`src/rtl/trace_run_ctrl_if.sv`:
```
// Trace drain port of trace_run_ctrl.
//   master (trace_run_ctrl): drives the head entry and trace_valid, samples trace_ready.
//   slave  (consumer)      : samples the head entry, drives trace_ready.
// An entry is consumed on a cycle where trace_valid && trace_ready.
interface trace_run_ctrl_if #(
  parameter int IADDR_W = 5,
  parameter int INST_W  = 16,
  parameter int DADDR_W = 4,
  parameter int DATA_W  = 8
);
  logic               trace_valid;
  logic               trace_ready;
  logic [IADDR_W-1:0] trace_addr;
  logic [INST_W-1:0]  trace_inst;
  logic               trace_wr;
  logic [DADDR_W-1:0] trace_wr_addr;
  logic [DATA_W-1:0]  trace_wr_data;

  modport master (
    output trace_valid, trace_addr, trace_inst, trace_wr, trace_wr_addr, trace_wr_data,
    input  trace_ready
  );

  modport slave (
    input  trace_valid, trace_addr, trace_inst, trace_wr, trace_wr_addr, trace_wr_data,
    output trace_ready
  );
endinterface

```
`src/rtl/trace_run_ctrl.sv`:
```
// Run control and instruction trace for the single-cycle core.
// A HALTED/RUN/STEP state machine with address breakpoints drives the PC enable
// and gates the dmem write enable. Every retired instruction (a cycle with
// pc_enable = 1) bumps retired_count and pushes one entry into a circular trace
// buffer that is drained through the trace interface.
// Ports:
//   clk, reset                 : clock, synchronous active-high reset
//   run_req/halt_req/step_req  : run-control requests
//   bp_addr, bp_en             : breakpoint comparators (entry i at bits [i*IADDR_W +: IADDR_W])
//   curr_inst_addr, curr_inst  : PC and instruction of the current cycle
//   halt                       : core decoded a halt instruction
//   memW, write_addr_dmem, write_data_dmem : core dmem write request
//   pc_enable, dmem_we         : PC enable and gated dmem write enable
//   run_state, halt_cause      : 0/1/2 = HALTED/RUN/STEP; 0 none, 1 request/step, 2 bp, 3 halt inst
//   retired_count              : wrapping retired-instruction counter
//   trace (master)             : head entry + valid/ready
//   trace_level, trace_overflow, trace_clear : buffer fill, sticky overwrite flag, clear
module trace_run_ctrl #(
  parameter int IADDR_W       = 5,
  parameter int INST_W        = 16,
  parameter int DADDR_W       = 4,
  parameter int DATA_W        = 8,
  parameter int TRACE_DEPTH   = 16,
  parameter int NUM_BP        = 2,
  parameter int CNT_W         = 16,
  parameter int START_RUNNING = 1
) (
  input  logic                        clk,
  input  logic                        reset,
  input  logic                        run_req,
  input  logic                        halt_req,
  input  logic                        step_req,
  input  logic [NUM_BP*IADDR_W-1:0]   bp_addr,
  input  logic [NUM_BP-1:0]           bp_en,
  input  logic [IADDR_W-1:0]          curr_inst_addr,
  input  logic [INST_W-1:0]           curr_inst,
  input  logic                        halt,
  input  logic                        memW,
  input  logic [DADDR_W-1:0]          write_addr_dmem,
  input  logic [DATA_W-1:0]           write_data_dmem,
  output logic                        pc_enable,
  output logic                        dmem_we,
  output logic [1:0]                  run_state,
  output logic [1:0]                  halt_cause,
  output logic [CNT_W-1:0]            retired_count,
  trace_run_ctrl_if.master            trace,
  output logic [$clog2(TRACE_DEPTH):0] trace_level,
  output logic                        trace_overflow,
  input  logic                        trace_clear
);

  localparam int PTR_W   = $clog2(TRACE_DEPTH);
  localparam int ENTRY_W = IADDR_W + INST_W + 1 + DADDR_W + DATA_W;
  localparam logic [PTR_W:0] LEVEL_FULL = (PTR_W + 1)'(TRACE_DEPTH);

  typedef enum logic [1:0] {
    ST_HALTED = 2'd0,
    ST_RUN    = 2'd1,
    ST_STEP   = 2'd2
  } state_t;

  state_t             state_reg, state_next;
  logic [1:0]         cause_reg, cause_next;
  logic               skip_reg, skip_next;
  logic [CNT_W-1:0]   count_reg;

  logic [PTR_W-1:0]   wr_ptr_reg, wr_ptr_next;
  logic [PTR_W-1:0]   rd_ptr_reg, rd_ptr_next;
  logic [PTR_W:0]     level_reg, level_next;
  logic               ovf_reg, ovf_next;
  logic [ENTRY_W-1:0] trace_mem [TRACE_DEPTH];
  logic [ENTRY_W-1:0] head_reg;
  logic [ENTRY_W-1:0] push_entry;
  logic               push, pop;

  // ---------------- breakpoints ----------------
  logic [NUM_BP-1:0] bp_match;
  logic              bp_hit;

  generate
    for (genvar gi = 0; gi < NUM_BP; gi++) begin : g_bp
      assign bp_match[gi] = bp_en[gi] && (bp_addr[gi*IADDR_W +: IADDR_W] == curr_inst_addr);
    end
  endgenerate

  // skip masks the breakpoint for the first instruction after a resume, so the
  // instruction we stopped on executes once instead of re-halting forever.
  assign bp_hit    = (|bp_match) && !skip_reg;
  assign pc_enable = ((state_reg == ST_RUN) && !bp_hit) || (state_reg == ST_STEP);
  assign dmem_we   = memW & pc_enable;

  // ---------------- run-control FSM ----------------
  always_ff @(posedge clk) begin
    if (reset) begin
      state_reg <= (START_RUNNING != 0) ? ST_RUN : ST_HALTED;
      cause_reg <= 2'd0;
      skip_reg  <= 1'b0;
      count_reg <= '0;
    end else begin
      state_reg <= state_next;
      cause_reg <= cause_next;
      skip_reg  <= skip_next;
      if (pc_enable) count_reg <= count_reg + CNT_W'(1);
    end
  end

  always_comb begin
    state_next = state_reg;
    cause_next = cause_reg;
    skip_next  = skip_reg;
    if (pc_enable) skip_next = 1'b0;
    case (state_reg)
      ST_HALTED: begin
        if (step_req) begin
          state_next = ST_STEP;
          skip_next  = 1'b1;
        end else if (run_req) begin
          state_next = ST_RUN;
          skip_next  = 1'b1;
          cause_next = 2'd0;
        end
      end
      ST_RUN: begin
        if (halt_req) begin
          state_next = ST_HALTED;
          cause_next = 2'd1;
        end else if (bp_hit) begin
          state_next = ST_HALTED;
          cause_next = 2'd2;
        end else if (halt) begin
          // Reaching here in RUN means pc_enable is high: the halt instruction retires.
          state_next = ST_HALTED;
          cause_next = 2'd3;
        end
      end
      ST_STEP: begin
        state_next = ST_HALTED;
        cause_next = halt ? 2'd3 : 2'd1;
      end
      default: state_next = ST_HALTED;
    endcase
  end

  assign run_state     = state_reg;
  assign halt_cause    = cause_reg;
  assign retired_count = count_reg;

  // ---------------- trace buffer ----------------
  assign push       = pc_enable;
  assign pop        = (level_reg != '0) && trace.trace_ready;
  assign push_entry = {curr_inst_addr, curr_inst, memW, write_addr_dmem, write_data_dmem};

  always_comb begin
    wr_ptr_next = wr_ptr_reg;
    rd_ptr_next = rd_ptr_reg;
    level_next  = level_reg;
    ovf_next    = ovf_reg;
    if (trace_clear) begin
      wr_ptr_next = '0;
      rd_ptr_next = '0;
      level_next  = '0;
      ovf_next    = 1'b0;
    end else begin
      if (push) wr_ptr_next = wr_ptr_reg + PTR_W'(1);
      if (pop)  rd_ptr_next = rd_ptr_reg + PTR_W'(1);
      if (push && !pop) begin
        if (level_reg == LEVEL_FULL) begin
          // Full: the new entry lands on the oldest slot, so the head moves past it.
          rd_ptr_next = rd_ptr_reg + PTR_W'(1);
          ovf_next    = 1'b1;
        end else begin
          level_next = level_reg + (PTR_W + 1)'(1);
        end
      end else if (pop && !push) begin
        level_next = level_reg - (PTR_W + 1)'(1);
      end
    end
  end

  always_ff @(posedge clk) begin
    if (reset) begin
      wr_ptr_reg <= '0;
      rd_ptr_reg <= '0;
      level_reg  <= '0;
      ovf_reg    <= 1'b0;
    end else begin
      wr_ptr_reg <= wr_ptr_next;
      rd_ptr_reg <= rd_ptr_next;
      level_reg  <= level_next;
      ovf_reg    <= ovf_next;
    end
  end

  always_ff @(posedge clk) begin
    if (push) trace_mem[wr_ptr_reg] <= push_entry;
  end

  // Registered read of the next head. The only slot that changes this edge is
  // wr_ptr_reg, so forwarding the pushed entry when it lands on the next head
  // keeps the head register equal to the post-edge memory contents.
  always_ff @(posedge clk) begin
    if (push && (wr_ptr_reg == rd_ptr_next)) head_reg <= push_entry;
    else                                     head_reg <= trace_mem[rd_ptr_next];
  end

  assign trace.trace_valid   = (level_reg != '0);
  assign trace.trace_addr    = head_reg[ENTRY_W-1 -: IADDR_W];
  assign trace.trace_inst    = head_reg[ENTRY_W-IADDR_W-1 -: INST_W];
  assign trace.trace_wr      = head_reg[DADDR_W+DATA_W];
  assign trace.trace_wr_addr = head_reg[DATA_W +: DADDR_W];
  assign trace.trace_wr_data = head_reg[DATA_W-1:0];
  assign trace_level         = level_reg;
  assign trace_overflow      = ovf_reg;

endmodule

```
`src/flat_wrapper.sv`:
```
// flat-port wrapper written by rule: the top's interface ports become plain ports
module trace_run_ctrl_flat 
#(
  parameter int IADDR_W       = 5,
  parameter int INST_W        = 16,
  parameter int DADDR_W       = 4,
  parameter int DATA_W        = 8,
  parameter int TRACE_DEPTH   = 16,
  parameter int NUM_BP        = 2,
  parameter int CNT_W         = 16,
  parameter int START_RUNNING = 1
)
  (clk, reset, run_req, halt_req, step_req, bp_addr, bp_en, curr_inst_addr, curr_inst, halt, memW, write_addr_dmem, write_data_dmem, pc_enable, dmem_we, run_state, halt_cause, retired_count, trace_level, trace_overflow, trace_clear, trace_trace_valid, trace_trace_addr, trace_trace_inst, trace_trace_wr, trace_trace_wr_addr, trace_trace_wr_data, trace_trace_ready);
  trace_run_ctrl_if #(.IADDR_W(IADDR_W), .INST_W(INST_W), .DADDR_W(DADDR_W), .DATA_W(DATA_W)) trace_i ();
  input  logic clk;
  input  logic reset;
  input  logic run_req;
  input  logic halt_req;
  input  logic step_req;
  input  logic [NUM_BP*IADDR_W-1:0] bp_addr;
  input  logic [NUM_BP-1:0] bp_en;
  input  logic [IADDR_W-1:0] curr_inst_addr;
  input  logic [INST_W-1:0] curr_inst;
  input  logic halt;
  input  logic memW;
  input  logic [DADDR_W-1:0] write_addr_dmem;
  input  logic [DATA_W-1:0] write_data_dmem;
  output logic pc_enable;
  output logic dmem_we;
  output logic [1:0] run_state;
  output logic [1:0] halt_cause;
  output logic [CNT_W-1:0] retired_count;
  output logic [$clog2(TRACE_DEPTH):0] trace_level;
  output logic trace_overflow;
  input  logic trace_clear;
  output wire logic [$bits(trace_i.trace_valid)-1:0] trace_trace_valid;
  output wire logic [$bits(trace_i.trace_addr)-1:0] trace_trace_addr;
  output wire logic [$bits(trace_i.trace_inst)-1:0] trace_trace_inst;
  output wire logic [$bits(trace_i.trace_wr)-1:0] trace_trace_wr;
  output wire logic [$bits(trace_i.trace_wr_addr)-1:0] trace_trace_wr_addr;
  output wire logic [$bits(trace_i.trace_wr_data)-1:0] trace_trace_wr_data;
  input wire logic [$bits(trace_i.trace_ready)-1:0] trace_trace_ready;
  assign trace_trace_valid = trace_i.trace_valid;
  assign trace_trace_addr = trace_i.trace_addr;
  assign trace_trace_inst = trace_i.trace_inst;
  assign trace_trace_wr = trace_i.trace_wr;
  assign trace_trace_wr_addr = trace_i.trace_wr_addr;
  assign trace_trace_wr_data = trace_i.trace_wr_data;
  assign trace_i.trace_ready = trace_trace_ready;
  trace_run_ctrl #(.IADDR_W(IADDR_W), .INST_W(INST_W), .DADDR_W(DADDR_W), .DATA_W(DATA_W), .TRACE_DEPTH(TRACE_DEPTH), .NUM_BP(NUM_BP), .CNT_W(CNT_W), .START_RUNNING(START_RUNNING)) u_core (.clk(clk), .reset(reset), .run_req(run_req), .halt_req(halt_req), .step_req(step_req), .bp_addr(bp_addr), .bp_en(bp_en), .curr_inst_addr(curr_inst_addr), .curr_inst(curr_inst), .halt(halt), .memW(memW), .write_addr_dmem(write_addr_dmem), .write_data_dmem(write_data_dmem), .pc_enable(pc_enable), .dmem_we(dmem_we), .run_state(run_state), .halt_cause(halt_cause), .retired_count(retired_count), .trace(trace_i), .trace_level(trace_level), .trace_overflow(trace_overflow), .trace_clear(trace_clear));
endmodule
```
`config.mk`:
```
export PLATFORM = sky130hd
export DESIGN_NAME = trace_run_ctrl_flat
export DESIGN_NICKNAME = d
export VERILOG_FILES = /design/src/rtl/trace_run_ctrl_if.sv /design/src/rtl/trace_run_ctrl.sv /design/src/flat_wrapper.sv
export SDC_FILE = /design/constraint.sdc
export NUM_CORES = 1
export LEC_CHECK = 0
export CAP_MARGIN = 0
export CORE_ASPECT_RATIO = 0.6
export CORE_MARGIN = 2
export CORE_UTILIZATION = 60
export DETAILED_ROUTE_END_ITERATION = 12
export PLACE_DENSITY = 0.8
export SYNTH_ARGS = -nofsm -noshare
export SYNTH_HDL_FRONTEND = slang
export SYNTH_SLANG_ARGS = --single-unit
export TNS_END_PERCENT = 20
```
`constraint.sdc`:
```
create_clock -name clk -period 12.05 [get_ports clk]
set_input_delay 1.8075 -clock clk [delete_from_list [all_inputs] [get_ports clk]]
set_output_delay 1.8075 -clock clk [all_outputs]
set_load 0.02 [all_outputs]
```
==> impl_metrics.json <==
{
  "synthFlopType": "edfxtp_1",
  "die_w_um": 255,
  "timing.rr.end": "u_core.trace_mem[2][1]",
  "start_kind": "input port",
  "worstMarginPinSlew_ns": 1.08,
  "drt-total-wl_mm": 51.0,
  "finalCritPeriodShare": 0.554,
  "clk_pin_slew_ns": 0.06,
  "r2r_start": "u_core.run_state[0]",
  "drive_gt1_frac": 0.252,
  "io_buffers": 116,
  "vias": 11300,
  "grt_pass1_wl_mm": 75.1,
  "slew_headroom": 0.280,
  "cts.hold.buffers_added": 0,
  "synth_warnings": 0,
  "cts_max_path_buffers": 3,
  "drt_iter0_markers": 1213,
  "grtUsageTotal": 0.267,
  "final.setup.tns_ns": 0,
  "avgViaCountPerCell": 6.54,
  "cts_tree": "built",
  "first_global_vias": 11400,
  "yosys.area.top_type_share": 0.720,
  "finClkSkew_ns": 0.0189,
  "synth_edf_count": 544,
  "hp-class": "reg2reg",
  "final_nets": 1245,
  "hold_violations": 0,
  "cp_top_family": "buffers and inverters",
  "vdd_ir_drop_max_mv": 0.154,
  "max_freq_mhz": 150,
  "cts.sink_count": 583,
  "antenna_cells": 0,
  "initial_core_util": 0.605,
  "worstPathRequired_ns": 10.24,
  "areaGrowthSynthToFinish_pct": 15.9,
  "post_cts.repair.setup_buffers": 0,
  "crit_path_top_delay_cell": "clkdlybuf4s50_1",
  "yosysTopAreaCell": "edfxtp_1",
  "registers.top_by_ff_count": "u_core.trace_mem",
  "cp.depth": 7,
  "drcViolationCount": 0,
  "drtAntennaViolNets": 0,
  "fillCellCount": 2188,
  "rrSetupSlack_ns": 8.19,
  "crit_start": "curr_inst_addr[0]",
  "clk_latency_ns": 0.58,
  "grt_max_degree": 56,
  "yosysMostFrequentCell": "edfxtp_1",
  "synthArstFlopShare": 0,
  "ys_top_cells_by_area": "edfxtp_1 (72%), mux4_2 (17%), dfxtp_1 (3.4%)",
  "seq_area_frac_synth": 0.755,
  "arrival_ns": 4.86,
  "setup_viol": 0,
  "maxCapViolCount": 0,
  "critPathMaxFanout": 24,
  "worst-setup-path-type": "in2out",
  "p_per_area_mw_per_mm2": 171,
  "largest_reg_flops": 544,
  "gp_congestion": 0.864,
  "synth_area_sq_mm": 0.0227,
  "power.static_leakage_nw": 8.03,
  "slew_violations": 0,
  "cp_cell_sequence": "clkdlybuf4s50_1 > xnor2_1 > nand4_1 > or4_1 > nand2_4 > inv_2 > clkdlybuf4s50_1",
  "row_count": 55,
  "status": "completed",
  "wl_per_cell_um": 29.4,
  "reg2reg_depth": 9,
  "post_cts_resized": 0,
  "antenna_found_initial": 2,
  "synth_common_cells": "edfxtp_1 (544), mux4_2 (170), dfxtp_1 (39)",
  "syn-num-nets": 1103,
  "htree_levels": 2,
  "syn_inst": 1035,
  "cts_made_buffers": 50,
  "hold_slack_ns": 0.506,
  "worst-path-buf-inv": 3,
  "dieArea_sq_mm": 0.0394,
  "synth.distinct_cells": 50,
  "critPathCaptureType": "output pin",
  "period_needed_ns": 6.67,
  "core-area_sq_mm": 0.0375,
  "syn_area_per_cell_sq_um": 21.9,
  "rsz0062_at_grt": "no",
  "cp-endpoint": "pc_enable",
  "multi_input_area_sq_mm": 0.00542,
  "dp_hpwl_mm": 26.6,
  "cts-root-buf": "clkbuf_16",
  "crit_path_frequent_cell": "clkdlybuf4s50_1",
  "grt_overflow": 0,
  "postSynthRegisterBits": 583,
  "regArea_sq_mm": 0.0171,
  "dr.pass1.iters": 5,
  "max_stage_delay_ns": 0.94,
  "fp.dieH_um": 155,
  "design.portCount": 117
}
-- per-layer routing --
metal  track usage  routed length, um  vias to the layer above
met2         0.405              24100                      603
li1              -                  -                     4639
met1         0.402              21100                     5996
met5             0                 20                        -
met3        0.0616               4710                       81
met4        0.0663               1060                        4
-- cells by family (layout without fill, tap and decap cells) --
group | after synthesis | count (layout) | synth area share
DFF | 583 | 583 | 0.755
buffers and inverters | 57 | 241 | 0.0111
adders and majority gates | 14 | 14 | 0.00805
and+or+nand+nor | 128 | 128 | 0.0300
xor gates and xnor gates | 21 | 21 | 0.00811
muxes | 176 | 176 | 0.172
AOI/OAI and AO/OA | 56 | 56 | 0.0159
-- power by group --
part | switching (mW) | leakage (nW) | total, mW | internal [mW]
Sequential | 0.0347 | 5.24 | 2.28 | 2.24
Combinational | 0.258 | 1.95 | 0.529 | 0.271
Clock | 0.722 | 0.845 | 1.70 | 0.973
Total | 1.01 | 8.03 | 4.50 | 3.49
-- layout by cell type (no fill, tap or decap), types with 3 or more instances in the layout --
cell type	n
o21a_1	7
nor2_1	23
clkinv_1	7
clkdlybuf4s50_1	116
nor2_4	12
ha_1	13
inv_1	8
mux2_4	3
clkbuf_8	5
nor4_1	5
nor2b_1	5
clkbuf_16	50
bufinv_16	8
nand2b_1	5
a21o_1	5
xnor2_1	19
clkinv_2	7
o31ai_1	7
a21oi_1	22
clkbuf_1	9
o21ai_0	5
or2_2	3
buf_4	22
nand4_1	5
nor3_2	4
nand2_1	23
nor3_1	10
edfxtp_1	544
or4_1	7
dfxtp_1	35
mux4_2	170
nand3_1	12
-- final cells by class --
class	instances	share of cell area
multi-input cells	395	0.206
clock buffers	64	0.0515
repair buffers	138	0.0505
well taps	513	0.0244
clock inverters	30	0.0144
flip-flops and latches	583	0.652
inverters	9	0.00129
-- per-stage QoR --
stage | worst slack, ns | std cells | power (mW) | area, sq um | utilization
final | 5.38 | 1732 | 4.50 | 26300 | 0.701
after global routing | 5.22 | 1732 | 4.64 | 26300 | 0.701
after CTS | 5.41 | 1732 | 4.53 | 26300 | 0.701
after detailed placement | 5.41 | 1638 | 2.85 | 24600 | 0.655
after global placement | 5.56 | 1638 | 2.84 | 24600 | 0.655
after floorplan | 6.34 | 1035 | 2.66 | 22700 | -
-- worst min-delay path, stage by stage (launching register included) --
cell     delay (ns)
dfxtp_1        0.34
nand2_1        0.07
a21oi_1        0.05
-- worst min-delay path by stage --
| stage | startpoint | endpoint | cells after the start |
|---|---|---|---|
| floorplan | u_core.wr_ptr_reg[1] | u_core.wr_ptr_reg[1] | 2 |
| global placement | u_core.retired_count[10] | u_core.retired_count[10] | 2 |
| detailed placement | u_core.retired_count[10] | u_core.retired_count[10] | 2 |
| CTS | u_core.retired_count[10] | u_core.retired_count[10] | 2 |
| global route | u_core.retired_count[1] | u_core.retired_count[1] | 2 |
| finish | u_core.retired_count[1] | u_core.retired_count[1] | 2 |
Power figures use the tool's default switching activity.
